File: src/rtl/ex_pkg.sv
// Shared definitions for the execute stage: widths, ALU/branch op
// encodings and the multiplier FSM state type.
package ex_pkg;

    localparam int unsigned XLEN       = 32;
    localparam int unsigned MUL_CYCLES = 32;
    localparam int unsigned CNT_W      = $clog2(MUL_CYCLES);

    localparam logic [3:0] ALU_ADD  = 4'd0;
    localparam logic [3:0] ALU_SUB  = 4'd1;
    localparam logic [3:0] ALU_AND  = 4'd2;
    localparam logic [3:0] ALU_OR   = 4'd3;
    localparam logic [3:0] ALU_XOR  = 4'd4;
    localparam logic [3:0] ALU_SLL  = 4'd5;
    localparam logic [3:0] ALU_SRL  = 4'd6;
    localparam logic [3:0] ALU_SRA  = 4'd7;
    localparam logic [3:0] ALU_SLT  = 4'd8;
    localparam logic [3:0] ALU_SLTU = 4'd9;
    localparam logic [3:0] ALU_MUL  = 4'd10;

    localparam logic [3:0] BR_BEQ  = 4'd0;
    localparam logic [3:0] BR_BNE  = 4'd1;
    localparam logic [3:0] BR_BLT  = 4'd2;
    localparam logic [3:0] BR_BGE  = 4'd3;
    localparam logic [3:0] BR_BLTU = 4'd4;
    localparam logic [3:0] BR_BGEU = 4'd5;

    typedef enum logic [1:0] {
        IDLE = 2'd0,
        BUSY = 2'd1,
        DONE = 2'd2
    } ex_state_t;

endpackage

File: src/rtl/ex_alu.sv
// Combinational ALU, branch comparator and address/target adders.
// The MUL op yields 0 here; the multiplier lives in ex_stage.
module ex_alu
    import ex_pkg::*;
(
    input  logic [31:0] rs1,
    input  logic [31:0] rs2,
    input  logic [31:0] imm_i,
    input  logic [31:0] imm_s,
    input  logic [31:0] pc,
    input  logic [3:0]  alu_op,
    input  logic [3:0]  branch_op,
    input  logic        alu_src_imm,
    input  logic        load,
    input  logic        store,
    input  logic        jump,
    output logic [31:0] result,
    output logic [31:0] target,
    output logic        branch_cond
);

    logic [31:0] op_b;

    assign op_b   = alu_src_imm ? imm_i : rs2;
    assign target = pc + imm_i;

    // Result select: jump link, load/store address, else the ALU op
    always_comb begin
        result = '0;
        if (jump) begin
            result = pc + 32'd4;
        end else if (load) begin
            result = rs1 + imm_i;
        end else if (store) begin
            result = rs1 + imm_s;
        end else begin
            case (alu_op)
                ALU_ADD:  result = rs1 + op_b;
                ALU_SUB:  result = rs1 - op_b;
                ALU_AND:  result = rs1 & op_b;
                ALU_OR:   result = rs1 | op_b;
                ALU_XOR:  result = rs1 ^ op_b;
                ALU_SLL:  result = rs1 << op_b[4:0];
                ALU_SRL:  result = rs1 >> op_b[4:0];
                ALU_SRA:  result = $signed(rs1) >>> op_b[4:0];
                ALU_SLT:  result = {31'd0, $signed(rs1) < $signed(op_b)};
                ALU_SLTU: result = {31'd0, rs1 < op_b};
                default:  result = '0;
            endcase
        end
    end

    // Branch condition on rs1 vs rs2; undefined compares are never taken
    always_comb begin
        branch_cond = 1'b0;
        case (branch_op)
            BR_BEQ:  branch_cond = (rs1 == rs2);
            BR_BNE:  branch_cond = (rs1 != rs2);
            BR_BLT:  branch_cond = ($signed(rs1) <  $signed(rs2));
            BR_BGE:  branch_cond = ($signed(rs1) >= $signed(rs2));
            BR_BLTU: branch_cond = (rs1 <  rs2);
            BR_BGEU: branch_cond = (rs1 >= rs2);
            default: branch_cond = 1'b0;
        endcase
    end

endmodule

File: src/rtl/ex_stage.sv
// Execute stage: ALU/branch via ex_alu, EX/MEM output registers and,
// when EX_MUL_EN is defined, a 32-cycle shift-add multiplier that stalls
// the front end. Without EX_MUL_EN the MUL op raises panic.
module ex_stage
    import ex_pkg::*;
(
    input  logic        clk,
    input  logic        reset,
    input  logic [31:0] in_data_register_rs1,
    input  logic [31:0] in_data_register_rs2,
    input  logic [4:0]  in_reg_rd,
    input  logic [3:0]  in_alu_operation_type,
    input  logic        in_alu_src_imm,
    input  logic        in_write_register,
    input  logic        in_load_word_memory,
    input  logic        in_store_word_memory,
    input  logic        in_branch,
    input  logic        in_jump,
    input  logic        in_panic,
    input  logic [3:0]  in_branch_operation_type,
    input  logic [31:0] in_pc,
    input  logic [31:0] in_imm_i_type,
    input  logic [31:0] in_imm_s_type,
    input  logic        in_stall_mem,
    output logic        out_stall_ex,
    output logic [31:0] out_alu_result,
    output logic [31:0] out_store_data,
    output logic [4:0]  out_reg_rd,
    output logic        out_write_register,
    output logic        out_load_word_memory,
    output logic        out_store_word_memory,
    output logic        out_panic,
    output logic        out_branch_taken,
    output logic [31:0] out_branch_target
);

    logic [31:0] alu_result;
    logic [31:0] branch_target;
    logic        branch_cond;
    logic [31:0] next_result;
    logic        next_write;
    logic        next_panic;

    ex_alu u_alu (
        .rs1         (in_data_register_rs1),
        .rs2         (in_data_register_rs2),
        .imm_i       (in_imm_i_type),
        .imm_s       (in_imm_s_type),
        .pc          (in_pc),
        .alu_op      (in_alu_operation_type),
        .branch_op   (in_branch_operation_type),
        .alu_src_imm (in_alu_src_imm),
        .load        (in_load_word_memory),
        .store       (in_store_word_memory),
        .jump        (in_jump),
        .result      (alu_result),
        .target      (branch_target),
        .branch_cond (branch_cond)
    );

`ifdef EX_MUL_EN
    ex_state_t        state;
    logic [CNT_W-1:0] count;
    logic [31:0]      mcand;
    logic [31:0]      mplier;
    logic [31:0]      product;
    logic [31:0]      mul_b;

    assign mul_b        = in_alu_src_imm ? in_imm_i_type : in_data_register_rs2;
    assign out_stall_ex = ((state == IDLE) && (in_alu_operation_type == ALU_MUL))
                        || (state == BUSY);

    // Multiplier FSM and shift-add datapath; frozen by in_stall_mem
    always_ff @(posedge clk) begin
        if (!reset) begin
            state   <= IDLE;
            count   <= '0;
            mcand   <= '0;
            mplier  <= '0;
            product <= '0;
        end else if (!in_stall_mem) begin
            case (state)
                IDLE: begin
                    if (in_alu_operation_type == ALU_MUL) begin
                        state   <= BUSY;
                        count   <= '0;
                        mcand   <= in_data_register_rs1;
                        mplier  <= mul_b;
                        product <= '0;
                    end
                end
                BUSY: begin
                    if (mplier[0]) begin
                        product <= product + mcand;
                    end
                    mcand  <= mcand << 1;
                    mplier <= mplier >> 1;
                    count  <= count + 1'b1;
                    if (count == CNT_W'(MUL_CYCLES - 1)) begin
                        state <= DONE;
                    end
                end
                DONE:    state <= IDLE;
                default: state <= IDLE;
            endcase
        end
    end

    // In DONE the finished product replaces the (zero) ALU result
    always_comb begin
        next_result = alu_result;
        next_write  = in_write_register;
        next_panic  = in_panic;
        if (state == DONE) begin
            next_result = product;
        end
    end
`else
    assign out_stall_ex = 1'b0;

    // MUL is unsupported in this build: trap it as a panic with no writeback
    always_comb begin
        next_result = alu_result;
        next_write  = in_write_register;
        next_panic  = in_panic;
        if (in_alu_operation_type == ALU_MUL) begin
            next_result = '0;
            next_write  = 1'b0;
            next_panic  = 1'b1;
        end
    end
`endif

    // EX/MEM register: bubble while stalling, hold everything when frozen
    always_ff @(posedge clk) begin
        if (!reset) begin
            out_alu_result        <= '0;
            out_store_data        <= '0;
            out_reg_rd            <= '0;
            out_write_register    <= 1'b0;
            out_load_word_memory  <= 1'b0;
            out_store_word_memory <= 1'b0;
            out_panic             <= 1'b0;
            out_branch_taken      <= 1'b0;
            out_branch_target     <= '0;
        end else if (!in_stall_mem) begin
            if (out_stall_ex) begin
                out_write_register    <= 1'b0;
                out_load_word_memory  <= 1'b0;
                out_store_word_memory <= 1'b0;
                out_panic             <= 1'b0;
                out_branch_taken      <= 1'b0;
            end else begin
                out_alu_result        <= next_result;
                out_store_data        <= in_data_register_rs2;
                out_reg_rd            <= in_reg_rd;
                out_write_register    <= next_write;
                out_load_word_memory  <= in_load_word_memory & ~next_panic;
                out_store_word_memory <= in_store_word_memory & ~next_panic;
                out_panic             <= next_panic;
                out_branch_taken      <= (in_jump | (in_branch & branch_cond)) & ~next_panic;
                out_branch_target     <= branch_target;
            end
        end
    end

endmodule
File: config.mk
export PLATFORM = sky130hd
export DESIGN_NAME = ex_stage
export DESIGN_NICKNAME = d
export VERILOG_FILES = /design/src/rtl/ex_pkg.sv /design/src/rtl/ex_alu.sv /design/src/rtl/ex_stage.sv
export SDC_FILE = /design/constraint.sdc
export NUM_CORES = 1
export LEC_CHECK = 0
export CAP_MARGIN = 20
export CELL_PAD_IN_SITES_DETAIL_PLACEMENT = 1
export CELL_PAD_IN_SITES_GLOBAL_PLACEMENT = 2
export CORE_MARGIN = 4
export CORE_UTILIZATION = 35
export DETAILED_ROUTE_END_ITERATION = 7
export PLACE_DENSITY = 0.89
export REMOVE_ABC_BUFFERS = 1
export SETUP_SLACK_MARGIN = 0.5
export SYNTH_ARGS = -nofsm -noshare
export SYNTH_HDL_FRONTEND = slang
export SYNTH_HIERARCHICAL = 1
export SYNTH_SLANG_ARGS = --single-unit
File: constraint.sdc
create_clock -name clk -period 8.6 [get_ports clk]
set_input_delay 0.86 -clock clk [delete_from_list [all_inputs] [get_ports clk]]
set_output_delay 0.86 -clock clk [all_outputs]
set_load 0.005 [all_outputs]
==> results of run 1 <==
==> placed cells by master, fill, tap and decap left out, types with 49 or more instances in the layout <==
cell	instances
clkdlybuf4s50_1	285
nand2_1	271
a21oi_1	230
ha_1	226
nor2_1	195
inv_1	187
mux2i_1	183
o21ai_0	135
dfxtp_1	106
nand3_1	102
nor2b_1	96
xnor2_1	72
a21o_1	67
buf_4	58
o21a_1	51
a211oi_1	49
a31oi_1	49
==> flip-flops by register name, indices dropped and copies added, names as in the netlist <==
| signal | flops |
|---|---|
| out_reg_rd | 5 |
| out_store_data | 32 |
| out_branch_target | 32 |
| out_branch_taken | 1 |
| out_write_register | 1 |
| out_panic | 1 |
| out_store_word_memory | 1 |
| out_load_word_memory | 1 |
| out_alu_result | 32 |
==> worst max-delay path: stages <==
cell and delay, ns:
clkdlybuf4s50_1 0.61, mux2i_4 0.10, buf_4 0.33, inv_2 0.27
ha_1 0.21, inv_1 0.07, fa_1 0.44, nor3b_1 0.16
a211oi_1 0.58, o21ai_1 0.27, o31ai_1 0.62, a31oi_1 0.35
a21boi_0 0.36, or4_1 0.20, a31oi_1 0.26, o22ai_1 0.22
inv_1 0.09, o31ai_4 0.23
==> through the flow <==
stage | total power (W) | hold slack [ns] | cell area (µm²)
2_1_floorplan | 0.00154 | 0.467 | 19700
3_3_place_gp | 0.00219 | 0.471 | 24000
3_5_place_dp | 0.00222 | 0.483 | 24000
4_1_cts | 0.00271 | 0.495 | 24400
5_1_grt | 0.00288 | 0.534 | 24400
6_report | 0.00273 | 0.492 | 24400
==> routing by layer <==
layer / vias to the layer above / GRT usage
met4: 0 / 0.120
li1: 10700 / -
met5: - / 0
met1: 11600 / 0.407
met3: 195 / 0.0479
met2: 885 / 0.549
==> final cells by class <==
| class | instances | area [µm²] |
|---|---|---|
| antenna | 1 | 2.50 |
| clock buffer | 9 | 225 |
| clock inverter | 7 | 86.3 |
| fill | 7168 | 33600 |
| inverter | 191 | 717 |
| multi-input combinational | 2341 | 16900 |
| sequential | 106 | 2120 |
| tap | 765 | 957 |
| timing repair buffer | 345 | 3300 |
==> worst max path at each step <==
stage / from / endpoint / slack, ns / cells past startpoint
after floorplan: in_alu_src_imm / out_alu_result[26] / -0.57 / 15
after global placement: in_imm_i_type[0] / out_alu_result[26] / 2.45 / 19
after detailed placement: in_imm_i_type[0] / out_alu_result[26] / 2.40 / 19
after CTS: in_imm_i_type[0] / out_alu_result[26] / 2.84 / 19
after global routing: in_imm_i_type[0] / out_alu_result[26] / 2.33 / 19
final: in_imm_i_type[0] / out_alu_result[0] / 2.68 / 18
==> power groups by stage <==
stage                     registers [W]  logic, W  clock network, W
final                          0.000557   0.00170          0.000471
after global routing           0.000562   0.00182          0.000501
after CTS                      0.000557   0.00167          0.000490
after detailed placement       0.000568   0.00165                 0
after global placement         0.000566   0.00162                 0
after floorplan                0.000568  0.000974                 0
==> kinds of logic (layout without fill, tap and decap cells) <==
kind of cell               count (synthesis)  after routing  share of synthesized area
AOI/OAI and AO/OA                        924            924                      0.325
xor gates and xnor gates                 112            112                     0.0478
adders and majority gates                231            231                      0.143
buffers and inverters                    358            552                     0.0745
DFF                                      106            106                      0.103
muxes                                    207            207                      0.106
other                                      1              2                   0.000183
and+or+nand+nor                          866            866                      0.201
==> impl_metrics.py, run 1 <==
metrics = {
    "global_route": {
        "grt_antenna_before_repair": 1,
        "grt_pass1_vias": 24300,
        "grt_pass1_wl_um": 156000,
        "grtUsageTotal": 0.320,
        "grt_max_degree": 67,
        "grt_overflow": 0,
    },
    "synthesis": {
        "syn_area_um2": 20500,
        "avgSynthCellArea_um2": 7.31,
        "yosys_register_bits": 106,
        "synthDistinctLibCells": 92,
        "ys_warn_count": 6,
        "synth-edff-count": 0,
        "netlist_top_cells_count": "nand2_1, a21oi_1, ha_1",
        "synth_flop_cell": "dfxtp_1",
        "yosys.area.top_type": "ha_1",
        "synthesis.instances": 2805,
        "synth_area_leaders": "ha_1, dfxtp_1, mux2i_1, a21oi_1, nand2_1",
        "async_flop_share": 0,
        "yosysMostFrequentCell": "nand2_1",
        "synth-seq-area-share": 0.103,
        "yosysTopAreaCellShare": 0.138,
    },
    "sta": {
        "fmax_mhz": 169,
        "min_period_over_period": 0.688,
        "setup_tns_ns": 0,
        "fin_crit_ns": 5.92,
        "skew_ns": 0,
        "worst_pin_slew_ns": 1.14,
        "setup_viol": 0,
        "fin_ws_ns": 2.68,
        "slew_violations": 0,
        "relSlewSlack": 0.239,
        "hold_viol_final": 0,
        "rsz0062_at_grt": "false",
    },
    "power": {
        "vdd_drop_max_v": 0.000115,
        "pwr-share-comb": 0.623,
        "static-leakage-power_nw": 10.4,
        "internal_power_w": 0.00140,
        "power-per-cell-area_nw_per_um2": 112,
        "p_sw_w": 0.00133,
        "switching_share": 0.486,
        "seq_power_share": 0.204,
        "clock_power_share": 0.173,
    },
    "cells_and_area": {
        "drive_gt1_frac": 0.0540,
        "area_growth_pct": 18.8,
        "fin_util": 0.421,
        "nets": 3408,
        "finalNonFillerCells": 3765,
    },
    "setup_path": {
        "reg2reg_setup_slack_ns": 7.87,
        "crit_fanout": 40,
        "r2r-end": "out_alu_result[26]",
        "cp-end-kind": "register",
        "path_class": "in2reg",
        "worst_ep_arrival_time_ns": 6.24,
        "start_kind": "input pin",
        "crit_required_ns": 8.92,
        "r2r_cells": 2,
        "r2r-start": "out_alu_result[26]",
    },
    "clock_tree": {
        "h-tree-depth": 3,
        "cts_setup_buffers": 0,
        "clock_latency_ns": 0.40,
        "clkTransAtPathRegs_ns": 0.09,
        "clock_path_buffers": 2,
        "cts_resized": 0,
        "cts_hold_buf": 0,
        "cts_tree": "yes",
        "cts_sinks": 106,
        "root_buffer": "clkbuf_16",
        "cts_made_buffers": 9,
    },
    "hold_path": {
        "holdCritStartpoint": "out_alu_result[21]",
        "hold_path_end": "out_alu_result[21]",
        "min_path_type": "reg2reg",
        "min_path_cells": 2,
    },
    "die": {
        "initial_core_util": 0.354,
        "io_pins": 290,
        "rows": 88,
        "die_w_um": 250,
        "die_h_um": 250,
        "die-area_um2": 62600,
        "fp.coreArea_um2": 57900,
    },
    "placement": {
        "dp_hpwl_um": 84300,
        "gp_congestion": 1.00,
        "port_buffers": 288,
        "dp_slack_ns": 2.40,
        "place_inst": 3748,
    },
    "route": {
        "dr_wl_met3_um": 6250,
        "drt_iter0_drc": 2008,
        "wl_met1_um": 44900,
        "routed.top_layer": "met4",
        "drt_wl_total_um": 105000,
        "viasPerCell": 6.23,
        "wl_met2_um": 50000,
        "via_count": 23500,
        "drc_errors": 0,
        "firstDrtPassIters": 5,
        "ant_nets": 0,
        "drt-wirelength-per-cell_um": 28.0,
    },
    "run": {
        "maxCapViolCount": 0,
    },
    "run_status": {
        "status": "completed",
    },
}
(Power assumes the default switching activity.)
==> run 2: changes to the inputs <==
--- a/config.mk
+++ b/config.mk
@@ -9,9 +9,9 @@
 export CELL_PAD_IN_SITES_DETAIL_PLACEMENT = 1
 export CELL_PAD_IN_SITES_GLOBAL_PLACEMENT = 2
 export CORE_MARGIN = 4
-export CORE_UTILIZATION = 35
+export CORE_UTILIZATION = 30
 export DETAILED_ROUTE_END_ITERATION = 7
-export PLACE_DENSITY = 0.89
+export PLACE_DENSITY = 0.81
 export REMOVE_ABC_BUFFERS = 1
 export SETUP_SLACK_MARGIN = 0.5
 export SYNTH_ARGS = -nofsm -noshare
==> constraint.sdc (replaced) <==
create_clock -name clk -period 5 [get_ports clk]
set_input_delay 0.5 -clock clk [delete_from_list [all_inputs] [get_ports clk]]
set_output_delay 0.5 -clock clk [all_outputs]
set_load 0.005 [all_outputs]
==> run 2 against run 1 <==
Sequential power rose by 72%. Die area rose by 16%. Hold slack got worse by 0.011 ns.
==> impl_metrics.py, run 2 (synthesis gave the netlist of run 1 again) <==
metrics = {
    "clock_tree": {
        "clock_path_buffers": 2,
        "cts_tree": "yes",
        "cts_sinks": 106,
        "cts_hold_buf": 0,
        "clkTransAtPathRegs_ns": 0.09,
        "clock_latency_ns": 0.40,
        "cts_made_buffers": 9,
        "h-tree-depth": 3,
        "root_buffer": "clkbuf_16",
    },
    "global_route": {
        "grt_antenna_before_repair": 2,
        "grtUsageTotal": 0.319,
        "grt_overflow": 0,
        "grt_max_degree": 77,
        "grt_pass1_vias": 25400,
        "grt_pass1_wl_um": 176000,
    },
    "setup_path": {
        "timing.critical_path.mode_cell": "mux2i_1",
        "critPathLaunch": "in_data_register_rs2[0]",
        "cp-end-kind": "register",
        "path_class": "in2reg",
        "cp_cell_sequence": "clkdlybuf4s50_1 > mux2i_4 > buf_4 > mux2i_1 > mux2i_1 > mux2i_1 > nand2_1 > o21ai_0 > a21oi_1 > a2111oi_1 > buf_4 > o21ai_1 > a31o_2 > inv_1 > o31ai_4",
        "worst_ep_arrival_time_ns": 4.72,
        "crit_fanout": 33,
        "cpPeakStageDelay_ns": 0.69,
        "cp_slowest_cell": "a2111oi_1",
        "crit_required_ns": 5.27,
        "start_kind": "input pin",
        "r2r-start": "out_alu_result[24]",
    },
    "cells_and_area": {
        "area_growth_pct": 27.9,
        "design_area_um2": 26200,
        "drive_gt1_frac": 0.119,
        "final_cell_mix": "clkdlybuf4s50_1, nand2_1, buf_4",
        "final_common_cell": "clkdlybuf4s50_1",
        "nets": 3616,
        "top_regs": "out_alu_result: 32 flops, out_branch_target: 32 flops, out_store_data: 32 flops",
    },
    "sta": {
        "slew_violations": 0,
        "worst_pin_slew_ns": 1.03,
        "rsz0062_at_grt": "true",
        "fmax_mhz": 225,
        "skew_ns": 0,
        "setup_viol": 0,
        "hold_viol_final": 0,
        "setup_tns_ns": 0,
        "min_period_over_period": 0.891,
        "fin_crit_ns": 4.45,
        "relSlewSlack": 0.314,
    },
    "run": {
        "maxCapViolCount": 0,
    },
    "route": {
        "drt-wirelength-per-cell_um": 29.8,
        "firstDrtPassIters": 7,
        "via_count": 24400,
        "drt_iter0_drc": 2061,
        "viasPerCell": 5.98,
        "drt_wl_total_um": 121000,
        "ant_nets": 0,
        "drc_errors": 0,
    },
    "die": {
        "die-area_um2": 72600,
        "die_w_um": 270,
        "initial_core_util": 0.304,
        "die_h_um": 270,
        "io_pins": 290,
        "rows": 95,
        "fp.coreArea_um2": 67500,
    },
    "power": {
        "internal_power_w": 0.00258,
        "power-per-cell-area_nw_per_um2": 191,
        "seq_power_share": 0.191,
        "vdd_drop_max_v": 0.000172,
        "p_sw_w": 0.00242,
        "static-leakage-power_nw": 11.5,
        "switching_share": 0.485,
        "pwr-share-comb": 0.652,
        "clock_power_share": 0.157,
    },
    "run_status": {
        "status": "completed",
    },
    "placement": {
        "dp_hpwl_um": 101000,
        "place_area_um2": 25800,
        "gp_congestion": 1.05,
        "port_buffers": 288,
    },
    "hold_path": {
        "holdCritStartpoint": "out_alu_result[21]",
        "min_path_type": "reg2reg",
    },
}
==> run 2: what timing repair did <==
action | CTS | global route
resized for setup | 3 | 20
gates cloned | 0 | 0
endpoints found under the setup margin | 6 | 14
pin swaps | 0 | 3
buffers inserted | 0 | 0
==> run 2: path summary, 6_finish.rpt <==
path	to	slack (ns)	cells after the start
worst max register to register	out_alu_result[24]	4.27	2
worst min register to register	out_alu_result[21]	0.48	2
worst min-delay path	out_alu_result[21]	0.48	2
worst max-delay path	out_alu_result[18]	0.55	15
==> run 2: routing by layer <==
metal	vias up	wire (µm)	track usage
li1	11100	-	-
met1	12100	48700	0.383
met2	893	56800	0.541
met3	223	7330	0.0478
met4	0	8560	0.185
met5	-	0	0
==> run 2: area by class of cell <==
cell class | count | area (µm²)
sequential | 106 | 2120
multi-input combinational | 2341 | 17000
inverter | 191 | 721
timing repair buffer | 553 | 4950
clock inverter | 7 | 67.6
antenna | 2 | 5.00
tap | 873 | 1090
clock buffer | 9 | 225
fill | 8269 | 41300
==> run 2: worst max-delay path, delay by kind of cell <==
family	cells	cell delay (ns)
mux	4	1.15
buf+inv	4	1.33
simple gates	1	0.20
compound gates	6	1.50
==> run 2: stage by stage <==
step	utilization	total power [W]	setup WS, ns	cells	hold WS, ns
floorplan	-	0.00265	-3.81	2638	0.467
global placement	0.383	0.00410	-0.118	4063	0.465
detailed placement	0.383	0.00414	-0.103	4064	0.475
CTS	0.387	0.00495	0.440	4080	0.489
global route	0.388	0.00527	0.430	4080	0.515
finish	0.389	0.00500	0.547	4082	0.481
==> run 2: power by group through the flow <==
stage	sequential [W]	clock [W]	combinational (W)
floorplan	0.000977	0	0.00168
global placement	0.000973	0	0.00312
detailed placement	0.000976	0	0.00317
CTS	0.000958	0.000804	0.00319
global route	0.000967	0.000835	0.00347
finish	0.000957	0.000784	0.00326
